$ cat config.mk
export PLATFORM = sky130hd
export DESIGN_NAME = cache_control_assoc_flat
export DESIGN_NICKNAME = d
export VERILOG_FILES = /design/src/rtl/cache_control_assoc_if.sv /design/src/rtl/cache_control_assoc.sv /design/src/flat_wrapper.sv
export SDC_FILE = /design/constraint.sdc
export NUM_CORES = 1
export LEC_CHECK = 0
export CORE_MARGIN = 3
export CORE_UTILIZATION = 35
export DETAILED_ROUTE_END_ITERATION = 10
export SYNTH_ARGS = -nofsm -noshare
export SYNTH_HDL_FRONTEND = slang
export SYNTH_SLANG_ARGS = --single-unit
$ cat constraint.sdc
create_clock -name clk -period 5.3 [get_ports clk]
set_input_delay 1.06 -clock clk [delete_from_list [all_inputs] [get_ports clk]]
set_output_delay 1.06 -clock clk [all_outputs]
set_load 0.05 [all_outputs]
$ cat src/rtl/cache_control_assoc_if.sv
// Bus between the core's memory stage / main memory and the set-associative cache controller.
// Signals:
//   addr, rd_en, wr_en, invalid : CPU request (held stable by the core while stall=1)
//   hit, stall, way_sel          : lookup result and core hold
//   cache_addr, data_we,
//   refill_we                    : data-array word address {set, way, word} and write strobes
//   mem_req, mem_addr, mem_valid : block refill handshake with main memory
//   hit_count, miss_count        : statistics, present only when CACHE_STATS_EN is defined
// Modports: master = core/memory side, slave = cache controller.
interface cache_control_assoc_if #(
  parameter int unsigned ADDR_WIDTH      = 32,
  parameter int unsigned SETS            = 4,
  parameter int unsigned WAYS            = 2,
  parameter int unsigned WORDS_PER_BLOCK = 4
);
  localparam int unsigned WayW   = $clog2(WAYS);
  localparam int unsigned CaddrW = $clog2(SETS * WAYS * WORDS_PER_BLOCK);

  logic [ADDR_WIDTH-1:0] addr;
  logic                  rd_en;
  logic                  wr_en;
  logic                  invalid;
  logic                  hit;
  logic                  stall;
  logic [WayW-1:0]       way_sel;
  logic [CaddrW-1:0]     cache_addr;
  logic                  data_we;
  logic                  refill_we;
  logic                  mem_req;
  logic [ADDR_WIDTH-1:0] mem_addr;
  logic                  mem_valid;
`ifdef CACHE_STATS_EN
  logic [31:0]           hit_count;
  logic [31:0]           miss_count;

  modport master (
    output addr, rd_en, wr_en, invalid, mem_valid,
    input  hit, stall, way_sel, cache_addr, data_we, refill_we, mem_req, mem_addr,
    input  hit_count, miss_count
  );
  modport slave (
    input  addr, rd_en, wr_en, invalid, mem_valid,
    output hit, stall, way_sel, cache_addr, data_we, refill_we, mem_req, mem_addr,
    output hit_count, miss_count
  );
`else
  modport master (
    output addr, rd_en, wr_en, invalid, mem_valid,
    input  hit, stall, way_sel, cache_addr, data_we, refill_we, mem_req, mem_addr
  );
  modport slave (
    input  addr, rd_en, wr_en, invalid, mem_valid,
    output hit, stall, way_sel, cache_addr, data_we, refill_we, mem_req, mem_addr
  );
`endif
endinterface

$ cat src/rtl/cache_control_assoc.sv
// N-way set-associative cache tag/valid controller, write-through, no-write-allocate.
// Holds tags, valid bits and a per-set round-robin victim pointer; detects hits, drives the
// data-array word address and refills a whole block from main memory on a read miss.
// Ports:
//   clk   : clock, all state changes on posedge
//   reset : synchronous active-low reset
//   bus   : cache_control_assoc_if.slave (CPU request, data-array strobes, refill handshake)
// Optional: define CACHE_STATS_EN to add 32-bit hit_count / miss_count outputs on the bus.
module cache_control_assoc #(
  parameter int unsigned ADDR_WIDTH      = 32,
  parameter int unsigned SETS            = 4,
  parameter int unsigned WAYS            = 2,
  parameter int unsigned WORDS_PER_BLOCK = 4
) (
  input logic                  clk,
  input logic                  reset,
  cache_control_assoc_if.slave bus
);
  localparam int unsigned WordW = $clog2(WORDS_PER_BLOCK);
  localparam int unsigned SetW  = $clog2(SETS);
  localparam int unsigned WayW  = $clog2(WAYS);
  localparam int unsigned OffW  = WordW + 2;
  localparam int unsigned BlkW  = ADDR_WIDTH - OffW;
  localparam int unsigned TagW  = BlkW - SetW;

  localparam logic [0:0] StIdle   = 1'b0;
  localparam logic [0:0] StRefill = 1'b1;

  logic [0:0]       state_q, state_d;
  logic [WAYS-1:0]  valid_q [SETS];
  logic [TagW-1:0]  tag_q   [SETS][WAYS];
  logic [WayW-1:0]  rr_q    [SETS];
  logic [WayW-1:0]  victim_q, victim_d;
  logic             use_rr_q, use_rr_d;
  logic [WordW-1:0] beat_q, beat_d;
  logic [BlkW-1:0]  blk_q, blk_d;
  logic             mem_req_q, mem_req_d;

  logic [WordW-1:0] word;
  logic [SetW-1:0]  set_idx;
  logic [TagW-1:0]  tag;
  logic [SetW-1:0]  fill_set;
  logic [TagW-1:0]  fill_tag;
  logic             idle, hit_any, free_any, rd_miss, fill_done, inval_en;
  logic [WayW-1:0]  hit_way, free_way;
  logic             unused_addr;

  assign word        = bus.addr[OffW-1:2];
  assign set_idx     = bus.addr[OffW+SetW-1:OffW];
  assign tag         = bus.addr[ADDR_WIDTH-1:OffW+SetW];
  assign unused_addr = ^bus.addr[1:0];
  assign fill_set    = blk_q[SetW-1:0];
  assign fill_tag    = blk_q[BlkW-1:SetW];

  // Descending scans so the lowest matching / lowest free way wins.
  always_comb begin
    hit_any  = 1'b0;
    hit_way  = '0;
    free_any = 1'b0;
    free_way = '0;
    for (int w = int'(WAYS) - 1; w >= 0; w--) begin
      if (valid_q[set_idx][w] && (tag_q[set_idx][w] == tag)) begin
        hit_any = 1'b1;
        hit_way = WayW'(w);
      end
      if (!valid_q[set_idx][w]) begin
        free_any = 1'b1;
        free_way = WayW'(w);
      end
    end
  end

  assign idle      = (state_q == StIdle);
  assign rd_miss   = idle && bus.rd_en && !bus.wr_en && !hit_any;
  assign inval_en  = idle && bus.invalid && hit_any;
  assign fill_done = !idle && bus.mem_valid && (beat_q == WordW'(WORDS_PER_BLOCK - 1));

  always_comb begin
    state_d   = state_q;
    victim_d  = victim_q;
    use_rr_d  = use_rr_q;
    beat_d    = beat_q;
    blk_d     = blk_q;
    mem_req_d = mem_req_q;
    if (rd_miss) begin
      state_d   = StRefill;
      victim_d  = free_any ? free_way : rr_q[set_idx];
      use_rr_d  = !free_any;
      beat_d    = '0;
      blk_d     = bus.addr[ADDR_WIDTH-1:OffW];
      mem_req_d = 1'b1;
    end else if (!idle && bus.mem_valid) begin
      beat_d = beat_q + 1'b1;
      if (fill_done) begin
        state_d   = StIdle;
        mem_req_d = 1'b0;
      end
    end
  end

  always_ff @(posedge clk) begin
    if (!reset) begin
      state_q   <= StIdle;
      victim_q  <= '0;
      use_rr_q  <= 1'b0;
      beat_q    <= '0;
      blk_q     <= '0;
      mem_req_q <= 1'b0;
      for (int s = 0; s < int'(SETS); s++) begin
        valid_q[s] <= '0;
        rr_q[s]    <= '0;
        for (int w = 0; w < int'(WAYS); w++) tag_q[s][w] <= '0;
      end
    end else begin
      state_q   <= state_d;
      victim_q  <= victim_d;
      use_rr_q  <= use_rr_d;
      beat_q    <= beat_d;
      blk_q     <= blk_d;
      mem_req_q <= mem_req_d;
      if (inval_en) valid_q[set_idx][hit_way] <= 1'b0;
      if (fill_done) begin
        tag_q[fill_set][victim_q]   <= fill_tag;
        valid_q[fill_set][victim_q] <= 1'b1;
        // Pointer only moves when it actually chose the victim.
        if (use_rr_q) rr_q[fill_set] <= rr_q[fill_set] + 1'b1;
      end
    end
  end

  assign bus.hit        = hit_any;
  assign bus.stall      = !idle || rd_miss;
  assign bus.way_sel    = idle ? hit_way : victim_q;
  assign bus.cache_addr = idle ? {set_idx, hit_way, word} : {fill_set, victim_q, beat_q};
  assign bus.data_we    = idle && bus.wr_en && hit_any;
  assign bus.refill_we  = !idle && bus.mem_valid;
  assign bus.mem_req    = mem_req_q;
  assign bus.mem_addr   = {blk_q, {OffW{1'b0}}};

`ifdef CACHE_STATS_EN
  logic [31:0] hit_cnt_q, miss_cnt_q;
  logic        req_any;

  assign req_any = idle && (bus.rd_en || bus.wr_en);

  always_ff @(posedge clk) begin
    if (!reset) begin
      hit_cnt_q  <= '0;
      miss_cnt_q <= '0;
    end else begin
      if (req_any && hit_any)  hit_cnt_q  <= hit_cnt_q + 32'd1;
      if (req_any && !hit_any) miss_cnt_q <= miss_cnt_q + 32'd1;
    end
  end

  assign bus.hit_count  = hit_cnt_q;
  assign bus.miss_count = miss_cnt_q;
`endif
endmodule

$ cat src/flat_wrapper.sv
// flat-port wrapper written by rule: the top's interface ports become plain ports
module cache_control_assoc_flat 
#(
  parameter int unsigned ADDR_WIDTH      = 32,
  parameter int unsigned SETS            = 4,
  parameter int unsigned WAYS            = 2,
  parameter int unsigned WORDS_PER_BLOCK = 4
)
  (clk, reset, bus_addr, bus_rd_en, bus_wr_en, bus_invalid, bus_mem_valid, bus_hit, bus_stall, bus_way_sel, bus_cache_addr, bus_data_we, bus_refill_we, bus_mem_req, bus_mem_addr);
  cache_control_assoc_if #(.ADDR_WIDTH(ADDR_WIDTH), .SETS(SETS), .WAYS(WAYS), .WORDS_PER_BLOCK(WORDS_PER_BLOCK)) bus_i ();
  input logic clk;
  input logic reset;
  input wire logic [$bits(bus_i.addr)-1:0] bus_addr;
  input wire logic [$bits(bus_i.rd_en)-1:0] bus_rd_en;
  input wire logic [$bits(bus_i.wr_en)-1:0] bus_wr_en;
  input wire logic [$bits(bus_i.invalid)-1:0] bus_invalid;
  input wire logic [$bits(bus_i.mem_valid)-1:0] bus_mem_valid;
  output wire logic [$bits(bus_i.hit)-1:0] bus_hit;
  output wire logic [$bits(bus_i.stall)-1:0] bus_stall;
  output wire logic [$bits(bus_i.way_sel)-1:0] bus_way_sel;
  output wire logic [$bits(bus_i.cache_addr)-1:0] bus_cache_addr;
  output wire logic [$bits(bus_i.data_we)-1:0] bus_data_we;
  output wire logic [$bits(bus_i.refill_we)-1:0] bus_refill_we;
  output wire logic [$bits(bus_i.mem_req)-1:0] bus_mem_req;
  output wire logic [$bits(bus_i.mem_addr)-1:0] bus_mem_addr;
  assign bus_i.addr = bus_addr;
  assign bus_i.rd_en = bus_rd_en;
  assign bus_i.wr_en = bus_wr_en;
  assign bus_i.invalid = bus_invalid;
  assign bus_i.mem_valid = bus_mem_valid;
  assign bus_hit = bus_i.hit;
  assign bus_stall = bus_i.stall;
  assign bus_way_sel = bus_i.way_sel;
  assign bus_cache_addr = bus_i.cache_addr;
  assign bus_data_we = bus_i.data_we;
  assign bus_refill_we = bus_i.refill_we;
  assign bus_mem_req = bus_i.mem_req;
  assign bus_mem_addr = bus_i.mem_addr;
  cache_control_assoc #(.ADDR_WIDTH(ADDR_WIDTH), .SETS(SETS), .WAYS(WAYS), .WORDS_PER_BLOCK(WORDS_PER_BLOCK)) u_core (.clk(clk), .reset(reset), .bus(bus_i));
endmodule
==> flow_metrics.py, run 1 <==
metrics = {
    "clocking": {
        "cts_tree": "done",
        "cts_buffers": 28,
        "postCtsResizedCells": 0,
        "insertion_delay_ns": 0.54,
        "ctsHoldBuffers": 0,
        "clock_path_buffers": 3,
        "clkTransAtPathRegs_ns": 0.06,
        "clock-root-buffer": "clkbuf_16",
        "cts_max_level": 1,
        "cts_sinks": 255,
        "post_cts_buffers": 0,
    },
    "critical_path": {
        "cp-start-kind": "input port",
        "path_class": "input port to primary output",
        "critPathMaxStageDelay_ns": 0.65,
        "reg2reg_from": "u_core.tag_q[2][48]",
        "rrSetupSlack_ns": 1.63,
        "path_cells": "buf_4 -> mux4_1 -> xnor2_1 -> nand4_1 -> nor4bb_1 -> a21bo_2 -> o22a_1 -> inv_2 -> nor2_1 -> or2_2 -> buf_12",
        "cp.arrival_ns": 4.06,
        "reg2regPathDepth": 11,
        "worstSetupEndpointType": "primary output",
        "crit_path_max_fanout": 17,
        "crit_slowest_cell": "mux4_1",
        "cp.required_ns": 4.24,
        "r2r_end": "u_core.valid_q[0][1]",
    },
    "hold_path": {
        "hp-class": "register to register",
        "hold_start": "u_core.rr_q[1]",
        "min_to": "u_core.rr_q[1]",
        "hold_depth": 2,
    },
    "route": {
        "drc": 0,
        "first_pass_iters": 5,
        "drt_iter0_drc": 770,
        "via_per_inst": 5.38,
        "wirelength_microns": 36800,
        "ant_nets": 0,
        "num_vias": 8214,
        "post_drt_wl_per_cell_microns": 24.1,
    },
    "global_routing": {
        "grt_pass1_vias": 8462,
        "grt_max_degree": 38,
        "grtUsageTotal_pct": 19.2,
        "antenna_found_initial": 0,
        "grt_overflow": 0,
        "grt_pass1_wl_microns": 55100,
    },
    "floorplanning": {
        "io_pins": 81,
        "initial_core_util_pct": 35.8,
        "std_cell_rows": 68,
        "core_sq_um": 34800,
        "die_x_microns": 195,
        "die_area_sq_um": 37900,
        "die_h_microns": 195,
    },
    "sta": {
        "fin_tns_setup_ns": 0,
        "rsz0062_at_grt": "false",
        "max_freq_mhz": 195,
        "period_minus_slack_ns": 5.12,
        "max_slew_margin_pct": 32.6,
        "hold_violations": 0,
        "drv_slew": 0,
        "clock_skew_ns": 0.00964,
        "setup_viol": 0,
        "tightestPinTransition_ns": 1.01,
        "finalCritPeriodShare_pct": 96.6,
    },
    "job": {
        "drv_cap": 0,
    },
    "synth": {
        "synth_flop_cell": "edfxtp_1",
        "synth_edf_count": 217,
        "syn_area_per_cell_sq_um": 13.0,
        "ys_warn_count": 0,
        "synth_cell_types": 69,
        "synthCells": 962,
        "ys_async_sr_fraction_pct": 0,
        "ys_ff_latch": 255,
        "syn-cell-area_sq_um": 12500,
        "netlist_top_cells_area": "edfxtp_1 52%, and2_1 11%, dfxtp_1 6.1%, mux4_2 5.1%, mux2i_1 4.1%",
        "synth_top_area_share_pct": 52.3,
        "seq_area_frac_synth_pct": 58.4,
        "synth_largest_area_cell": "edfxtp_1",
    },
    "power_and_ir_drop": {
        "power_uw": 4640,
        "ir_drop_uv": 229,
        "p_leak_uw": 0.00535,
        "intPower_uw": 3530,
        "switching_share_pct": 23.9,
        "powerDensity_nw_per_um2": 312,
        "power_frac_seq_pct": 49.2,
        "power_switching_uw": 1110,
        "pwr-share-clk_pct": 40.3,
        "p_comb_share_pct": 10.5,
    },
    "place": {
        "gp_congestion": 0.867,
        "portBuffers": 74,
        "placement.cell_area_sq_um": 14000,
        "dp_hpwl_microns": 23300,
    },
    "final_layout": {
        "drive_gt1_share_pct": 14.2,
        "multi_input_area_sq_um": 4910,
        "seqCellArea_sq_um": 7280,
        "finalNetCount": 1090,
        "n_antenna_cell": 0,
        "fin_area_sq_um": 14800,
        "nFillCells": 3190,
        "syn_to_final_growth_pct": 19.2,
    },
    "status": {
        "status": "completed",
    },
}
[metal layers]
metal	vias to the layer above	GRT usage, %	share of wire, %
met5	-	0	0
met3	76	2.89	5.7
li1	3734	-	-
met2	288	32.1	48
met1	4116	25.8	43
met4	0	6.14	3.0
[state kept, by name (all words and copies together) (netlist names), named ones only]
signal	cells
u_core.beat_q	2
u_core.blk_q	28
u_core.rr_q	4
u_core.state_q	1
u_core.tag_q	208
u_core.use_rr_q	1
u_core.valid_q	8
u_core.victim_q	1
[synthesized netlist by cell type (3+ instances only)]
| library cell | n |
|---|---|
| o22ai_1 | 4 |
| clkbuf_1 | 31 |
| nor2_1 | 21 |
| or4_1 | 3 |
| a211oi_1 | 6 |
| edfxtp_1 | 217 |
| buf_2 | 10 |
| mux4_1 | 9 |
| nand4_1 | 9 |
| o221ai_1 | 3 |
| nand3_1 | 41 |
| mux2i_1 | 51 |
| nor3_1 | 12 |
| nand2_1 | 21 |
| mux4_2 | 28 |
| buf_4 | 14 |
| o32ai_1 | 3 |
| dfxtp_1 | 38 |
| mux2_2 | 9 |
| xnor2_1 | 32 |
| a2111oi_0 | 4 |
| nand2b_1 | 9 |
| o21ai_0 | 48 |
| inv_1 | 9 |
| a21boi_0 | 4 |
| nor2b_1 | 5 |
| xor2_1 | 12 |
| buf_6 | 4 |
| and2_1 | 212 |
| a21oi_1 | 40 |
| o2bb2ai_1 | 3 |
| buf_1 | 4 |
[worst max-delay path, delay by kind of cell]
kind,cells,cell delay [ns]
buffers and inverters,3,0.57
multiplexers,1,0.65
AND/OR/NAND/NOR,4,0.88
AO/OA/AOI/OAI,2,0.56
XOR/XNOR,1,0.31
[logic make-up after synthesis]
kind of cell    Yosys count  share of synthesized area [%]
simple gates            351                           16.5
flops                   255                           58.4
compound gates          138                           6.81
mux                      98                           12.0
buf+inv                  74                           3.08
xor+xnor                 44                           3.09
fa+ha+maj                 1                          0.100
other cells               1                         0.0301
[worst max-delay path by stage]
stage | endpoint | slack, ns | from | cells past startpoint
CTS | bus_stall | 0.15 | bus_addr[4] | 11
detailed placement | bus_stall | 0.16 | bus_addr[4] | 11
floorplan | bus_data_we | 0.43 | bus_addr[4] | 9
global route | bus_stall | 0.002 | bus_addr[4] | 12
global placement | bus_stall | 0.12 | bus_addr[4] | 11
finish | bus_stall | 0.18 | bus_addr[4] | 11
[area by class of cell]
cell class	instances	share of cell area, %
inverters	10	0.253
clock inverters	13	0.733
repair buffers	120	7.87
multi-input cells	636	33.1
well taps	455	3.83
flip-flops and latches	255	49.0
clock buffers	39	5.21
[power by group through the flow]
stage	logic [uW]	clock network, uW	registers (uW)
after detailed placement	485	0	2320
after global placement	482	0	2320
after global routing	514	1990	2290
after CTS	486	1900	2280
final	485	1870	2280
after floorplan	258	0	2340
[per-stage QoR]
step	setup slack, ns	instances	hold WS (ns)	utilization, %
6_report	0.180	1528	0.515	42.7
5_1_grt	0.00159	1528	0.543	42.7
4_1_cts	0.149	1528	0.518	42.7
3_5_place_dp	0.156	1476	0.507	40.1
3_3_place_gp	0.120	1476	0.490	40.1
2_1_floorplan	0.426	965	0.450	-
[cells in the final DEF, fill, tap and decap left out, drive strengths merged, types with 9 or more instances in the layout]
| master | count |
|---|---|
| clkdlybuf4s50 | 67 |
| xor2 | 12 |
| dfxtp | 38 |
| o21ai | 49 |
| nand2 | 21 |
| edfxtp | 217 |
| and2 | 213 |
| mux2i | 51 |
| buf | 53 |
| nand4 | 9 |
| clkinv | 11 |
| mux2 | 10 |
| nand3 | 41 |
| nor2 | 21 |
| inv | 10 |
| xnor2 | 32 |
| nand2b | 9 |
| a21oi | 40 |
| mux4 | 37 |
| nor3 | 13 |
| clkbuf | 39 |
(Power assumes the default switching activity.)
==> run 2: changes to the inputs <==
==> constraint.sdc (replaced) <==
create_clock -name clk -period 5.3 [get_ports clk]
set_input_delay 1.06 -clock clk [delete_from_list [all_inputs] [get_ports clk]]
set_output_delay 1.06 -clock clk [all_outputs]
set_load 0.01 [all_outputs]
==> run 2 against run 1 <==
Compared with the run above: via count is 3.1% higher; total power is 0.65% lower; combinational power is 2% higher; setup slack worse by 0.021 ns; flip-flop and latch count stayed put; register-to-register slack better by 0.05 ns; critical path depth is 2 higher; clock skew is 0.0052 ns higher; sequential power hardly changed; non-clock buffer count is 57 higher; first-iteration DRC count is 8.6% higher; highest routed layer unchanged.
==> flow_metrics.py, run 2 (synthesis results as in run 1) <==
metrics = {
    "global_routing": {
        "grt_max_degree": 35,
        "grt_pass1_wl_microns": 55800,
        "grt_pass1_vias": 8514,
        "grtUsageTotal_pct": 19.5,
        "grt_overflow": 0,
        "antenna_found_initial": 0,
    },
    "place": {
        "place_inst": 1532,
        "dp_hpwl_microns": 23800,
        "gp_congestion": 0.872,
        "portBuffers": 74,
        "pre_cts_slack_ns": -0.337,
    },
    "critical_path": {
        "crit_buf_inv": 5,
        "reg2regPathDepth": 12,
        "reg2reg_from": "u_core.tag_q[2][45]",
        "cp-start-kind": "input port",
        "cp_common_cell": "buf_12",
        "crit_path_max_fanout": 13,
        "path_cells": "buf_12 -> buf_12 -> buf_4 -> mux4_2 -> and2_0 -> a2111oi_1 -> and4b_1 -> nand4_1 -> o22a_2 -> inv_2 -> nor2_1 -> or2_2 -> clkdlybuf4s50_1",
        "rrSetupSlack_ns": 1.68,
        "worstSetupEndpointType": "primary output",
        "cp.arrival_ns": 4.08,
        "crit_family": "buffers and inverters",
        "critPathMaxStageDelay_ns": 0.53,
        "cp.required_ns": 4.24,
        "path_class": "input port to primary output",
        "crit_slowest_cell": "mux4_2",
        "r2r_end": "u_core.valid_q[0][1]",
    },
    "power_and_ir_drop": {
        "powerDensity_nw_per_um2": 300,
        "ir_drop_uv": 224,
        "p_leak_uw": 0.00570,
    },
    "final_layout": {
        "n_antenna_cell": 0,
        "drive_gt1_share_pct": 19.5,
        "syn_to_final_growth_pct": 23.2,
        "largest_register_ff_count": 208,
        "final_cell_mix": "217 x edfxtp_1, 212 x and2_1, 98 x buf_4",
        "fin_util_pct": 44.1,
        "nFillCells": 3175,
        "finalNetCount": 1146,
        "regMostFlops": "u_core.tag_q",
        "reg_top3": "u_core.tag_q (208), u_core.blk_q (28), u_core.valid_q (8)",
        "final_common_cell": "edfxtp_1",
        "stdcell_count": 1583,
    },
    "route": {
        "post_drt_wl_per_cell_microns": 23.8,
        "via_per_inst": 5.35,
        "drt_iter0_drc": 836,
        "first_pass_iters": 5,
        "drc": 0,
        "num_vias": 8470,
        "ant_nets": 0,
        "wirelength_microns": 37700,
    },
    "clocking": {
        "insertion_delay_ns": 0.54,
        "cts_tree": "done",
        "cts_buffers": 27,
        "clock-root-buffer": "clkbuf_16",
        "cts_sinks": 255,
        "cts_max_level": 1,
        "clock_path_buffers": 3,
        "clkTransAtPathRegs_ns": 0.06,
        "ctsHoldBuffers": 0,
    },
    "sta": {
        "drv_slew": 0,
        "period_minus_slack_ns": 5.14,
        "finalCritPeriodShare_pct": 97.0,
        "rsz0062_at_grt": "false",
        "hold_violations": 0,
        "tightestPinTransition_ns": 0.908,
        "clock_skew_ns": 0.0149,
        "setup_ws_ns": 0.159,
        "max_freq_mhz": 195,
        "max_slew_margin_pct": 39.5,
        "setup_viol": 0,
    },
    "hold_path": {
        "hp-class": "register to register",
        "hold_start": "u_core.use_rr_q",
        "hold_depth": 2,
        "min_to": "u_core.use_rr_q",
    },
    "floorplanning": {
        "std_cell_rows": 68,
        "die_area_sq_um": 37900,
        "initial_core_util_pct": 35.8,
        "die_h_microns": 195,
        "core_sq_um": 34800,
        "die_x_microns": 195,
        "io_pins": 81,
    },
    "status": {
        "status": "completed",
    },
    "job": {
        "drv_cap": 0,
    },
}
==> run 2: changes by cell type in the layout (fill, tap and decap cells not counted), sizes merged <==
cell / change
clkinv: -6
clkinvlp: +2
buf: +52
clkbuf: +2
dlymetal6s2s: +5
bufinv: -1
clkdlybuf4s50: -1
dlygate4sd2: +1
inv: +1
==> run 2: stage by stage <==
| step | hold WS [ns] | area, sq um | power, uW | setup TNS (ns) |
|---|---|---|---|---|
| after floorplan | 0.450 | 12500 | 2550 | 0 |
| after global placement | 0.462 | 14400 | 2800 | -0.840 |
| after detailed placement | 0.478 | 14400 | 2800 | -0.856 |
| after CTS | 0.486 | 15200 | 4620 | 0 |
| after global routing | 0.526 | 15300 | 4750 | 0 |
| final | 0.483 | 15300 | 4610 | 0 |
==> run 2: metal layers <==
layer / up-vias / wire length (microns) / track usage (%)
met3: 48 / 2780 / 3.12
met1: 4250 / 16000 / 26.5
met4: 0 / 956 / 5.98
met2: 338 / 18000 / 32.2
li1: 3834 / - / -
met5: - / 0 / 0
==> run 2: where the power goes <==
group / switching [uW] / internal (uW) / total [uW]
sequential: 45.4 / 2240 / 2280
clock: 773 / 1060 / 1830
combinational: 267 / 228 / 495
total: 1090 / 3520 / 4610
==> run 2: worst register-to-register path, stage by stage (launching register included) <==
cell and delay [ns]:
edfxtp_1 0.36, mux4_1 0.54, xnor2_2 0.23, nand4_1 0.13, nor4bb_1 0.32, buf_4 0.18, a21bo_2 0.21, o22a_2 0.29
inv_2 0.07, buf_4 0.10, buf_4 0.39, o221ai_1 0.25, a21oi_1 0.24
==> run 2: repair_timing <==
action / 4_1_cts / 5_1_grt
pin swaps: 0 / 3
setup buffers: 0 / 1
resized for setup: 8 / 24
gates cloned: 0 / 0
endpoints found under the setup margin: 4 / 4
==> run 2: worst max path at each step <==
stage           startpoint     endpoint  slack (ns)  depth (start not counted)
3_3_place_gp   bus_addr[4]  bus_way_sel       -0.34                         10
4_1_cts        bus_addr[4]  bus_data_we       0.004                         11
3_5_place_dp   bus_addr[4]  bus_way_sel       -0.34                         10
2_1_floorplan  bus_addr[4]  bus_data_we        0.78                          9
6_report       bus_addr[4]    bus_stall        0.16                         13
5_1_grt        bus_addr[5]    bus_stall        0.04                         13
==> run 2: area by class of cell <==
type	count	area (sq um)	area share [%]
timing repair buffer	177	1600	10.4
sequential	255	7280	47.4
inverter	10	41.3	0.269
clock inverter	9	73.8	0.481
tap	455	569	3.71
clock buffer	41	778	5.07
multi-input combinational	636	5010	32.6
